`src/rtl/seven_seg_reader.sv`:
```
// Monitors a multiplexed 7-segment bus and recovers the hex value on each digit.
// Debounced digits are assembled into frames and handed off over valid/ready.
module seven_seg_reader #(
    parameter int DIGITS        = 4,
    parameter int STABLE_CYCLES = 4
) (
    input  logic                  clk,
    input  logic                  reset,
    input  logic [0:6]            display,
    input  logic [DIGITS-1:0]     digit_sel,
    output logic [4*DIGITS-1:0]   frame_value,
    output logic [DIGITS-1:0]     frame_bad,
    output logic                  frame_valid,
    input  logic                  frame_ready,
    output logic                  overrun
);

    localparam int CW = $clog2(STABLE_CYCLES + 1);
    localparam logic [CW-1:0] CMAX = CW'(STABLE_CYCLES);
    localparam logic [CW-1:0] CPRE = CW'(STABLE_CYCLES - 1);

    logic [DIGITS-1:0]   r_sel;
    logic [0:6]          r_seg;
    logic [CW-1:0]       r_cnt;
    logic [4*DIGITS-1:0] r_work_val;
    logic [DIGITS-1:0]   r_work_bad;
    logic [DIGITS-1:0]   r_mask;

    logic       w_onehot;
    logic       w_stable;
    logic       w_capture;
    logic       w_full;
    logic       w_free;
    logic       w_complete;
    logic [4:0] w_dec;

    // Returns {bad, nibble}; anything outside the 16 glyphs is bad with nibble 0.
    function automatic logic [4:0] f_decode(input logic [0:6] seg);
        logic [4:0] r;
        case (seg)
            7'b1111110: r = 5'h00;
            7'b0110000: r = 5'h01;
            7'b1101101: r = 5'h02;
            7'b1111001: r = 5'h03;
            7'b0110011: r = 5'h04;
            7'b1011011: r = 5'h05;
            7'b1011111: r = 5'h06;
            7'b1110000: r = 5'h07;
            7'b1111111: r = 5'h08;
            7'b1111011: r = 5'h09;
            7'b1110111: r = 5'h0A;
            7'b0011111: r = 5'h0B;
            7'b1001110: r = 5'h0C;
            7'b0111101: r = 5'h0D;
            7'b1001111: r = 5'h0E;
            7'b1000111: r = 5'h0F;
            default:    r = 5'h10;
        endcase
        return r;
    endfunction

    assign w_onehot   = ($countones(digit_sel) == 1);
    assign w_stable   = w_onehot && (digit_sel == r_sel) && (display == r_seg);
    assign w_capture  = w_stable && (r_cnt == CPRE);
    assign w_dec      = f_decode(display);
    assign w_full     = &r_mask;
    assign w_free     = !frame_valid || frame_ready;
    assign w_complete = w_full && w_free;

    always_ff @(posedge clk or posedge reset) begin
        if (reset) begin
            r_sel       <= '0;
            r_seg       <= '0;
            r_cnt       <= '0;
            r_work_val  <= '0;
            r_work_bad  <= '0;
            r_mask      <= '0;
            frame_value <= '0;
            frame_bad   <= '0;
            frame_valid <= 1'b0;
            overrun     <= 1'b0;
        end else begin
            r_sel <= digit_sel;
            r_seg <= display;

            if (!w_stable)
                r_cnt <= '0;
            else if (r_cnt != CMAX)
                r_cnt <= r_cnt + 1'b1;

            for (int i = 0; i < DIGITS; i++) begin
                if (w_capture && digit_sel[i]) begin
                    r_work_val[4*i +: 4] <= w_dec[3:0];
                    r_work_bad[i]        <= w_dec[4];
                end
            end

            // A capture landing on the completion edge starts the next frame.
            r_mask <= (w_complete ? '0 : r_mask)
                    | (w_capture ? digit_sel : '0);

            if (w_complete) begin
                frame_value <= r_work_val;
                frame_bad   <= r_work_bad;
                frame_valid <= 1'b1;
            end else if (frame_ready) begin
                frame_valid <= 1'b0;
            end

            if (w_full && !w_free)
                overrun <= 1'b1;
        end
    end

endmodule

```
`config.mk`:
```
export PLATFORM = sky130hd
export DESIGN_NAME = seven_seg_reader
export DESIGN_NICKNAME = d
export VERILOG_FILES = /design/src/rtl/seven_seg_reader.sv
export SDC_FILE = /design/constraint.sdc
export NUM_CORES = 1
export LEC_CHECK = 0
export BUFFER_PORTS_ARGS = -buffer_cell sky130_fd_sc_hd__buf_4
export CAP_MARGIN = 0
export CORE_MARGIN = 1
export CORE_UTILIZATION = 57
export DETAILED_ROUTE_END_ITERATION = 8
export PLACE_DENSITY = 0.79
export SYNTH_ARGS = -nofsm -noshare
export SYNTH_HDL_FRONTEND = slang
export SYNTH_SLANG_ARGS = --single-unit
```
`constraint.sdc`:
```
create_clock -name clk -period 1.9 [get_ports clk]
set_input_delay 0.095 -clock clk [delete_from_list [all_inputs] [get_ports clk]]
set_output_delay 0.095 -clock clk [all_outputs]
set_load 0.02 [all_outputs]
```
After elaboration in Yosys (flattened, before gate mapping). Index checks and enable logic that the tools add are counted.

Register bits after elaboration: 60. Input port bits: 14. Output and inout port bits: 22.

$add $sub $neg: 4. Eq/ne operators: 22. Muxes and demuxes: 7. Bitwise logic cells: 1. Reduce and logical (&&, ||, !) cells: 14.

Operators with widths (count): $eq A7 B7 Y1 const B (12); $pmux W5 S16 (1); $eq A7 B6 Y1 const B (3); $logic_and A1 B1 Y1 (9); $mux W4 (2); $eq A7 B5 Y1 const B (1); $eq A7 B7 Y1 (1); $mux W3 (2); $add A1 B1 Y2 (2); $eq A4 B4 Y1 (1); $or A4 B4 Y4 (1); $reduce_and A4 Y1 (1); $add A2 B2 Y3 (1); $add A3 B1 Y3 const B (1); $eq A3 B1 Y1 const B (1); $eq A3 B2 Y1 const B (1); $ne A3 B3 Y1 const B (1); $logic_not A1 Y1 (2); $mux W1 (2); $ne A2 B1 Y1 const B (1); $reduce_bool A2 Y1 (1); $logic_or A1 B1 Y1 (1).

Logic depth before layout (Yosys ltp). Gate-level depths: netlist of the first run.

Word-level depth: 8. Gate-level depth with buffers: 10. Gate-level depth less buffers: 10.

Worst setup path before layout of the first run. OpenSTA, ideal clock, no wires.

Kind: input port to flip-flop. Start point: in digit_sel[0]. End point: reg r_work_bad[0]. Data arrival time: 2476 ps. Required time: 1773 ps. Path slack: -704 ps. Cell stages on the path: 10. Path buffers: 0. Cells stage by stage: inv_1 > fa_1 > inv_1 > ha_1 > ha_1 > or3b_1 > nor4_2 > and4_4 > nand2_4 > mux2_1.

Longest elaborated chain between the ends: 7. Elaborated cells on any way between the ends: 8. Classes of those cells: 2 x add/sub; 2 x eq/ne; 4 x reduce/logical.

Ends and longest elaborated chain: start: declaration (line 10) `input logic [DIGITS-1:0] digit_sel,`; $add A1 B1 Y2 (implied by the code) (line 62) `assign w_onehot = ($countones(digit_sel) == 1);`; $add A2 B2 Y3 (implied by the code) (line 62); $eq A3 B1 Y1 (line 62); $logic_and A1 B1 Y1 (2 in a row) (line 63) `assign w_stable = w_onehot && (digit_sel == r_sel) && (display == r_seg);`; $logic_and A1 B1 Y1 (line 64) `assign w_capture = w_stable && (r_cnt == CPRE);`; $logic_and A1 B1 Y1 (*) (line 92) `if (w_capture && digit_sel[i]) begin`; end signal: indexed assignment (line 94) `r_work_bad[i] <= w_dec[4];`; end: declaration (line 26) `logic [DIGITS-1:0] r_work_bad;`.

Mark *: on every way between the ends. The rest lies on a longest branch, timed or not. A chain may end at the register's enable or synchronous reset.

Worst setup path in the final report of the first run.
Start point: in digit_sel[3]. End point: reg r_work_val[1].

Longest elaborated chain between the ends: 7. Elaborated cells on any way between the ends: 8. Classes of those cells: 2 x add/sub; 2 x eq/ne; 4 x reduce/logical.

Ends and longest elaborated chain: $add A1 B1 Y2 (implied by the code) (line 62); $add A2 B2 Y3 (implied by the code) (line 62); $eq A3 B1 Y1 (line 62); $logic_and A1 B1 Y1 (*) (2 in a row) (line 63); $logic_and A1 B1 Y1 (*) (line 64); $logic_and A1 B1 Y1 (*) (line 92); end signal: indexed assignment (line 93) `r_work_val[4*i +: 4] <= w_dec[3:0];`; end: declaration (line 25) `logic [4*DIGITS-1:0] r_work_val;`.

Marks and branches as above.

==> results of run 1 <==
[worst max-delay path, delay by kind of cell]
kind,cells,cell delay (ns)
simple gates,4,1.07
mux,1,0.32
buf+inv,3,0.17
fa+ha+maj,3,0.91
[per-layer routing]
layer	global-route usage	share of wire	vias up
li1	-	-	891
met1	0.308	0.45	967
met2	0.416	0.50	40
met3	0.0806	0.030	12
met4	0.126	0.021	0
met5	0	0	-
[cell families (layout without fill, tap and decap cells)]
group | Yosys count | in the layout | synth area share
AO/OA/AOI/OAI | 23 | 23 | 0.0570
XOR/XNOR | 13 | 13 | 0.0408
adder cells (fa/ha/maj) | 6 | 6 | 0.0296
buffers and inverters | 25 | 88 | 0.0417
flip-flops | 60 | 60 | 0.538
multiplexers | 40 | 40 | 0.161
AND/OR/NAND/NOR | 55 | 55 | 0.131
[report_power, final]
part	internal, mW	switching, mW	total, mW
clock	0.773	0.509	1.28
combinational	0.0995	0.124	0.223
sequential	1.29	0.00560	1.29
[per-stage QoR]
stage / util / cell area, µm² / hold WS, ns / instances / setup slack, ns
after floorplan: - / 2830 / 0.126 / 222 / -0.529
after global placement: 0.673 / 3180 / 0.181 / 319 / -0.739
after detailed placement: 0.673 / 3180 / 0.179 / 319 / -0.781
after CTS: 0.763 / 3600 / 0.0176 / 351 / -0.368
after global routing: 0.774 / 3650 / 0.0226 / 352 / -0.536
final: 0.774 / 3650 / 0.0328 / 352 / -0.447
[how the worst max path moves through the flow]
stage	startpoint	to	slack [ns]	cells past startpoint
2_1_floorplan	digit_sel[3]	r_work_bad[0]$_DFFE_PP0P_	-0.53	10
3_3_place_gp	digit_sel[3]	r_work_val[7]$_DFFE_PP0P_	-0.74	11
3_5_place_dp	digit_sel[3]	r_work_val[7]$_DFFE_PP0P_	-0.78	11
4_1_cts	digit_sel[3]	r_work_val[7]$_DFFE_PP0P_	-0.37	11
5_1_grt	digit_sel[3]	r_work_val[1]$_DFFE_PP0P_	-0.54	11
6_report	digit_sel[3]	r_work_val[1]$_DFFE_PP0P_	-0.45	11
[placed cells by master, fill, tap and decap left out, types with 3 or more instances in the layout]
cell and n:
dfrtp_1 60, buf_4 45, mux2_2 21, mux2_4 17
xor2_1 12, inv_1 11, dlygate4sd3_1 11, nand2_1 10
clkbuf_8 10, nand3_1 6, nand2b_1 5, nor2b_1 4
nor2_1 4, o2111ai_1 3, o22ai_1 3, ha_1 3
[final cells by class]
cell class	count	area share
Clock buffer	10	0.0377
Clock inverter	6	0.0236
Inverter	13	0.0154
Multi-Input combinational cell	137	0.354
Sequential cell	60	0.411
Tap cell	67	0.0229
Timing Repair Buffer	59	0.135
[registers in the layout (all words and copies together) (netlist names)]
name         count
r_cnt            3
r_work_bad       4
r_mask           4
r_work_val      16
overrun          1
r_seg            7
frame_valid      1
frame_value     16
r_sel            4
frame_bad        4
[what timing repair did]
action                                 in CTS  in global routing
endpoints found under the hold margin      70                  0
pin swaps                                   0                  1
setup endpoints to repair                  24                 27
hold buffers                               11                  0
cloned                                      0                  0
gates resized for setup                    12                  9
setup buffers                               5                  1
[synthesized netlist by cell type, drive strengths merged, types with 2 or more instances]
master,instances
nor4,3
ha,5
o2111ai,3
dfrtp,60
nand4b,2
a21oi,3
xor2,12
nor2b,5
nand2,14
nor4b,2
inv,13
nand2b,5
clkbuf,3
nand3,6
or4b,2
o22ai,3
mux2,40
and4b,2
o21ai,5
nor3b,2
nand3b,2
nor2,4
buf,9
==> impl_metrics.ini, run 1 <==
[worst_hold_path]
hp-class = input pin to flip-flop
hold_path_end = r_sel[3]$_DFF_PP0_
hold_depth = 2
min_from = digit_sel[3]

[logic_synthesis]
yosys-top-cells-area = dfrtp_1 (54%), mux2_1 (8.1%), mux2_2 (8.1%), xor2_1 (3.8%), ha_1 (2.2%)
syn-mean-instance-area_um2 = 12.6
ys_warn_count = 0
postSynthNetCount = 242
ys_types = 46
synthArstFlopShare = 1.00
netlist_area_um2 = 2790
synth_edf_count = 0
synth_flop_cell = dfrtp_1
synthCells = 222
yosys.area.top_type = dfrtp_1
yosysTopAreaCellShare = 0.538
yosys_register_bits = 60
ys_seq_area_frac = 0.538

[run_status]
status = finished, violations left
violations = setup timing

[placed_design]
gp_routability_congestion = 0.802
port_buffers = 35
hpwl_um = 3390

[global_routing]
grt_max_degree = 61
first_global_vias = 1939
antenna_found_initial = 0
grt_pass1_wl_um = 9500
grt_usage = 0.255
overflow = 0

[cells_and_area]
n_antenna_cell = 0
multiInputGateArea_um2 = 1290
drive_gt1_frac = 0.418
num-fill-cells = 296
nNetsFinal = 300
area_delta_synth_final_pct = 30.9
regArea_um2 = 1500

[pwr]
p_leak_nw = 1.84
finalPower_mw = 2.80
ir_drop_mv = 0.478
power_density_nw_per_um2 = 766

[clock_network]
clock-sinks = 60
h-tree-depth = 3
clock_latency_ns = 0.34
ctsLongestPathBuffers = 2
cts-root-buf = clkbuf_8
clk_pin_slew_worst_paths_ns = 0.07
cts_buffers = 9
cts_tree = built

[route]
wl_per_cell_um = 17.1
drc_errors = 0
dr.pass1.iters = 6
drt_wl_total_um = 6010
antenna_left = 0
vias = 1910
drt-initial-drc-count = 116
vias_per_cell = 5.43

[sta]
finalHoldViolations = 0
slew_headroom = 0.496
final-setup-viol-count = 27
max_freq_ghz = 0.426
fin_crit_ns = 2.35
skew_ns = 0.00902
rsz0062_at_grt = yes
drv_slew = 0
period_share = 1.24
tightest_slew_ns = 0.745
tns_ns = -10.32
setup_ws_ns = -0.447

[worst_setup_path]
crit_arrival_ns = 2.57
crit_chain = buf_8 -> inv_8 -> fa_1 -> inv_1 -> ha_2 -> ha_4 -> or3b_4 -> nor4_4 -> and4_4 -> nand2_4 -> mux2_4
rr_worst_depth = 5
crit_path_max_fanout = 6
reg2reg_to = r_work_val[1]$_DFFE_PP0P_
critical_path_required_ns = 2.12
max_stage_delay_ns = 0.54
r2r-start = r_seg[6]$_DFF_PP0_
cp-end-kind = flip-flop
start_kind = input pin
ff2ff_setup_slack_ns = -0.17
crit_type = input pin to flip-flop
crit_slowest_cell = fa_1

[floorplanning]
rows = 25
fp.dieW_um = 72.0
initial_utilization = 0.591
core-area_um2 = 4720
die_y_um = 72.0
dieArea_um2 = 5180
ios = 36

[run]
cap_viol_max_count = 0
(Power assumes the default switching activity.)
==> run 2: changes to the inputs <==
TNS_END_PERCENT = 10   (was default)
==> run 2 against run 1 <==
Compared with the run above: the run still ends with setup timing left; largest cell class unchanged; clock skew down 0.0026 ns; clock power is 15% lower; sequential share of layout area grew 0.91 points; register-to-register slack improved by 0.14 ns; power shrank 6.9%.
==> impl_metrics.ini, run 2 (synthesis results as in run 1) <==
[route]
antenna_left = 0
dr.pass1.iters = 4
drc_errors = 0
routed.top_layer = met4
drt_wl_total_um = 5390
wl_met1_um = 2560
vias_per_cell = 5.43
drt-initial-drc-count = 121
wl_met3_um = 140
wl_per_cell_um = 15.4
route.met2.wl_um = 2580
vias = 1896

[worst_hold_path]
hold_path_end = r_sel[3]$_DFF_PP0_
hp-class = input pin to flip-flop
hold_depth = 2
min_from = digit_sel[3]

[clock_network]
cts_tree = built
h-tree-depth = 3
cts_buffers = 9
clock-sinks = 60
clk_pin_slew_worst_paths_ns = 0.06
clock_latency_ns = 0.33
cts-root-buf = clkbuf_8
ctsLongestPathBuffers = 2

[global_routing]
grt_usage = 0.239
grt_max_degree = 61
grt_pass1_wl_um = 9220
first_global_vias = 1874
overflow = 0
antenna_found_initial = 0

[sta]
max_freq_ghz = 0.423
tightest_slew_ns = 0.811
tns_ns = -10.11
fin_crit_ns = 2.36
final-setup-viol-count = 27
finalHoldViolations = 0
rsz0062_at_grt = yes
setup_ws_ns = -0.462
slew_headroom = 0.452
skew_ns = 0.00647
drv_slew = 0
period_share = 1.24

[worst_setup_path]
r2r-start = r_seg[6]$_DFF_PP0_
reg2reg_to = r_work_val[14]$_DFFE_PP0P_
cp-end-kind = flip-flop
rr_worst_depth = 5
crit_arrival_ns = 2.57
crit_path_max_fanout = 6
ff2ff_setup_slack_ns = -0.03
start_kind = input pin
crit_type = input pin to flip-flop
critical_path_required_ns = 2.11

[placed_design]
postPlaceCellArea_um2 = 3180
port_buffers = 35
hpwl_um = 3380
gp_routability_congestion = 0.791
dp.cells = 320

[cells_and_area]
final_common_cell = dfrtp_1
area_delta_synth_final_pct = 28.1
most-common-layout-cells = dfrtp_1 (60), buf_4 (46), mux2_2 (20), xor2_1 (12), mux2_4 (11)
nNetsFinal = 298
reg.largest.list = frame_value: 16 flops, r_work_val: 16 flops, r_seg: 7 flops
drive_gt1_frac = 0.387
num-fill-cells = 286
fin_area_um2 = 3570
final_cells = 349
n_antenna_cell = 0

[pwr]
power_density_nw_per_um2 = 729
ir_drop_mv = 0.388
p_leak_nw = 1.80

[floorplanning]
die_y_um = 72.0
initial_utilization = 0.591
dieArea_um2 = 5180
ios = 36
rows = 25
fp.dieW_um = 72.0
core-area_um2 = 4720

[run_status]
status = finished, violations left
violations = setup timing

[run]
cap_viol_max_count = 0
## run 2: timing repair
action	4_1_cts	5_1_grt
setup buffers	5	1
pin swaps	1	1
hold buffers	8	0
setup endpoints to repair	24	27
hold endpoints to repair	67	0
gates resized for setup	10	11
## run 2: critical path: stages
cell     delay, ns
buf_8         0.09
inv_8         0.03
fa_1          0.54
inv_2         0.05
ha_4          0.15
ha_4          0.20
or3b_4        0.38
nor4_4        0.20
and4_4        0.40
nand2_4       0.12
mux2_1        0.33
## run 2: where the power goes
| part | internal [mW] | leakage, nW | switching (mW) | total (mW) |
|---|---|---|---|---|
| clock | 0.634 | 0.0935 | 0.455 | 1.09 |
| combinational | 0.0987 | 0.895 | 0.125 | 0.224 |
| sequential | 1.29 | 0.813 | 0.00564 | 1.30 |
| total | 2.02 | 1.80 | 0.585 | 2.61 |
## run 2: layer usage
metal / GRT usage / up-vias
met5: 0 / -
met4: 0.137 / 0
met3: 0.0431 / 11
met2: 0.358 / 40
met1: 0.332 / 955
li1: - / 890
## run 2: how the worst max path moves through the flow
| stage | start | endpoint | slack, ns | cells past startpoint |
|---|---|---|---|---|
| floorplan | digit_sel[3] | r_work_bad[0]$_DFFE_PP0P_ | -0.53 | 10 |
| global placement | digit_sel[3] | r_work_val[3]$_DFFE_PP0P_ | -0.73 | 11 |
| detailed placement | digit_sel[3] | r_work_val[4]$_DFFE_PP0P_ | -0.83 | 11 |
| CTS | digit_sel[3] | r_work_val[0]$_DFFE_PP0P_ | -0.41 | 11 |
| global route | digit_sel[3] | r_work_val[14]$_DFFE_PP0P_ | -0.50 | 11 |
| finish | digit_sel[3] | r_work_val[14]$_DFFE_PP0P_ | -0.46 | 11 |
## run 2: layout make-up
class                      instances  area [µm²]  share of cell area
tap                               67        83.8              0.0235
clock buffer                      13         149              0.0417
inverter                          13        56.3              0.0158
multi-input combinational        137        1280               0.357
sequential                        60        1500               0.420
timing repair buffer              57         472               0.132
clock inverter                     2        35.0             0.00980
## run 2: metrics by stage
| step | setup WS, ns | hold slack (ns) | utilization | total power, mW |
|---|---|---|---|---|
| floorplan | -0.532 | 0.126 | - | 1.43 |
| global placement | -0.732 | 0.185 | 0.673 | 1.50 |
| detailed placement | -0.826 | 0.188 | 0.673 | 1.50 |
| CTS | -0.412 | 0.0110 | 0.745 | 2.60 |
| global route | -0.500 | 0.0110 | 0.757 | 2.71 |
| finish | -0.462 | 0.0153 | 0.757 | 2.61 |
==> run 3: changes to the inputs <==
==> constraint.sdc (replaced) <==
create_clock -name clk -period 1.9 [get_ports clk]
set_input_delay 0.475 -clock clk [delete_from_list [all_inputs] [get_ports clk]]
set_output_delay 0.475 -clock clk [all_outputs]
set_load 0.02 [all_outputs]
==> run 3 against run 2 <==
Compared with the run above: the run still ends with setup timing left; clock power about the same; via count down 0.63%; register-to-register slack about the same; largest cell class unchanged; final area rose by 0.77%; die area unchanged; cell count up 2.0%; worst hold slack improved by 0.18 ns; critical path depth stayed put; first-iteration DRC count fell by 20%; worst setup slack worse by 0.33 ns.
==> impl_metrics.ini, run 3 (synthesis results as in run 1) <==
[run_status]
status = finished, violations left
violations = setup timing

[floorplanning]
initial_utilization = 0.591
die_y_um = 72.0
rows = 25
dieArea_um2 = 5180
core-area_um2 = 4720
ios = 36
fp.dieW_um = 72.0

[pwr]
swShare = 0.233
power.internal_mw = 1.99
p_sw_mw = 0.605
ir_drop_mv = 0.433
p_leak_nw = 1.85
pwr-share-clk = 0.410
power_frac_comb = 0.091
power_density_nw_per_um2 = 721
p_seq_frac = 0.499

[sta]
period_share = 1.42
drv_slew = 0
tightest_slew_ns = 0.806
slew_headroom = 0.455
skew_ns = 0.00997
fin_crit_ns = 2.70
final-setup-viol-count = 27
rsz0062_at_grt = yes
setup_ws_ns = -0.796
max_freq_ghz = 0.371
finalHoldViolations = 0

[placed_design]
dp.cells = 339
port_buffers = 35
hpwl_um = 3840
gp_routability_congestion = 0.809

[cells_and_area]
area_delta_synth_final_pct = 29.1
nNetsFinal = 305
reg.largest.list = frame_value: 16 flops, r_work_val: 16 flops, r_seg: 7 flops
n_antenna_cell = 0
drive_gt1_frac = 0.439
most-common-layout-cells = buf_4 (61), dfrtp_1 (60), mux2_2 (20), mux2_4 (13), xor2_1 (12)
final_common_cell = buf_4
fin_util = 0.763
final_cells = 356

[worst_setup_path]
cpLargestDelayFamily = simple AND/OR/NAND/NOR gates
critical_path_required_ns = 2.12
start_kind = input pin
crit_type = input pin to flip-flop
crit_slowest_cell = fa_1
cp-end-kind = flip-flop
max_stage_delay_ns = 0.54
crit_path_max_fanout = 6
crit_arrival_ns = 2.91
crit_chain = buf_8 -> inv_8 -> fa_1 -> inv_1 -> ha_2 -> ha_4 -> or3b_4 -> nor4_4 -> and4_4 -> nand2_4 -> mux2_1
path_buf_inv = 3

[worst_hold_path]
hp-class = input pin to asynchronous set/reset pin

[route]
dr.pass1.iters = 4
vias_per_cell = 5.29
drt-initial-drc-count = 97
vias = 1884
wl_per_cell_um = 15.6
antenna_left = 0
drc_errors = 0
drt_wl_total_um = 5540

[global_routing]
first_global_vias = 1942
grt_max_degree = 61
antenna_found_initial = 0
grt_usage = 0.246
overflow = 0
grt_pass1_wl_um = 9490

[clock_network]
cts_buffers = 9
cts_tree = built
h-tree-depth = 3
clock_latency_ns = 0.33
cts_hold_buf = 0
cts-root-buf = clkbuf_8
clk_pin_slew_worst_paths_ns = 0.06
clock-sinks = 60
ctsLongestPathBuffers = 2

[run]
cap_viol_max_count = 0
-- run 3: cell types whose count changed in the layout (fill, tap and decap cells not counted), moves of 2 or more --
cell,delta
mux2_1,-2
o21ai_2,-2
buf_4,+15
dlygate4sd3_1,-8
mux2_4,+2
clkinv_2,+2
clkbuf_1,-2
-- run 3: worst paths after layout --
| check | cells past startpoint | from | slack [ns] | endpoint |
|---|---|---|---|---|
| worst max-delay path | 11 | digit_sel[3] | -0.80 | r_work_val[12]$_DFFE_PP0P_ |
| worst min-delay path | 3 | reset | 0.19 | r_cnt[0]$_DFFE_PP0P_ |
| worst max register to register | 5 | r_seg[2]$_DFF_PP0_ | -0.02 | r_work_val[12]$_DFFE_PP0P_ |
| worst min register to register | 1 | overrun$_DFFE_PP0P_ | 0.48 | overrun$_DFFE_PP0P_ |
| max in group asynchronous | 3 | reset | 1.45 | frame_value[5]$_DFFE_PP0P_ |
| min in group clk | 1 | display[0] | 0.28 | r_seg[0]$_DFF_PP0_ |
-- run 3: routing by layer --
| metal | track usage | up-vias | share of wire |
|---|---|---|---|
| met5 | 0 | - | 0 |
| met3 | 0.0514 | 6 | 0.031 |
| met4 | 0.118 | 0 | 0.013 |
| li1 | - | 903 | - |
| met2 | 0.398 | 39 | 0.49 |
| met1 | 0.319 | 936 | 0.46 |
-- run 3: power by group through the flow --
| stage | Sequential, mW | Combinational (mW) | Clock, mW |
|---|---|---|---|
| 4_1_cts | 1.29 | 0.221 | 1.09 |
| 3_5_place_dp | 1.32 | 0.213 | 0 |
| 6_report | 1.30 | 0.235 | 1.07 |
| 3_3_place_gp | 1.32 | 0.207 | 0 |
| 5_1_grt | 1.30 | 0.260 | 1.13 |
| 2_1_floorplan | 1.32 | 0.114 | 0 |
-- run 3: worst register-to-register path: cells and delay by family, from the launching register on --
family | cells | cell delay [ns]
simple gates | 3 | 0.96
flops | 1 | 0.38
mux | 1 | 0.32
xor+xnor | 1 | 0.15
-- run 3: cell type report --
class                   instances  area (µm²)
flip-flops and latches         60        1500
multi-input cells             137        1270
fillers                       306        1120
repair buffers                 64         504
clock buffers                  10         128
well taps                      67        83.8
inverters                      13        56.3
clock inverters                 5        53.8
-- run 3: stage by stage --
stage	power (mW)	worst slack (ns)	cell area [µm²]	hold slack (ns)	TNS (ns)
6_report	2.60	-0.796	3600	0.192	-18.82
5_1_grt	2.69	-0.855	3600	0.221	-20.22
4_1_cts	2.61	-0.784	3550	0.197	-18.04
3_5_place_dp	1.53	-1.23	3330	0.463	-29.93
3_3_place_gp	1.52	-1.12	3330	0.466	-27.31
2_1_floorplan	1.43	-0.909	2830	0.459	-25.40
-- run 3: what timing repair did --
| action | CTS | global route |
|---|---|---|
| pin swaps | 2 | 1 |
| resized for setup | 8 | 10 |
| endpoints found under the setup margin | 27 | 27 |
| buffers inserted | 1 | 1 |
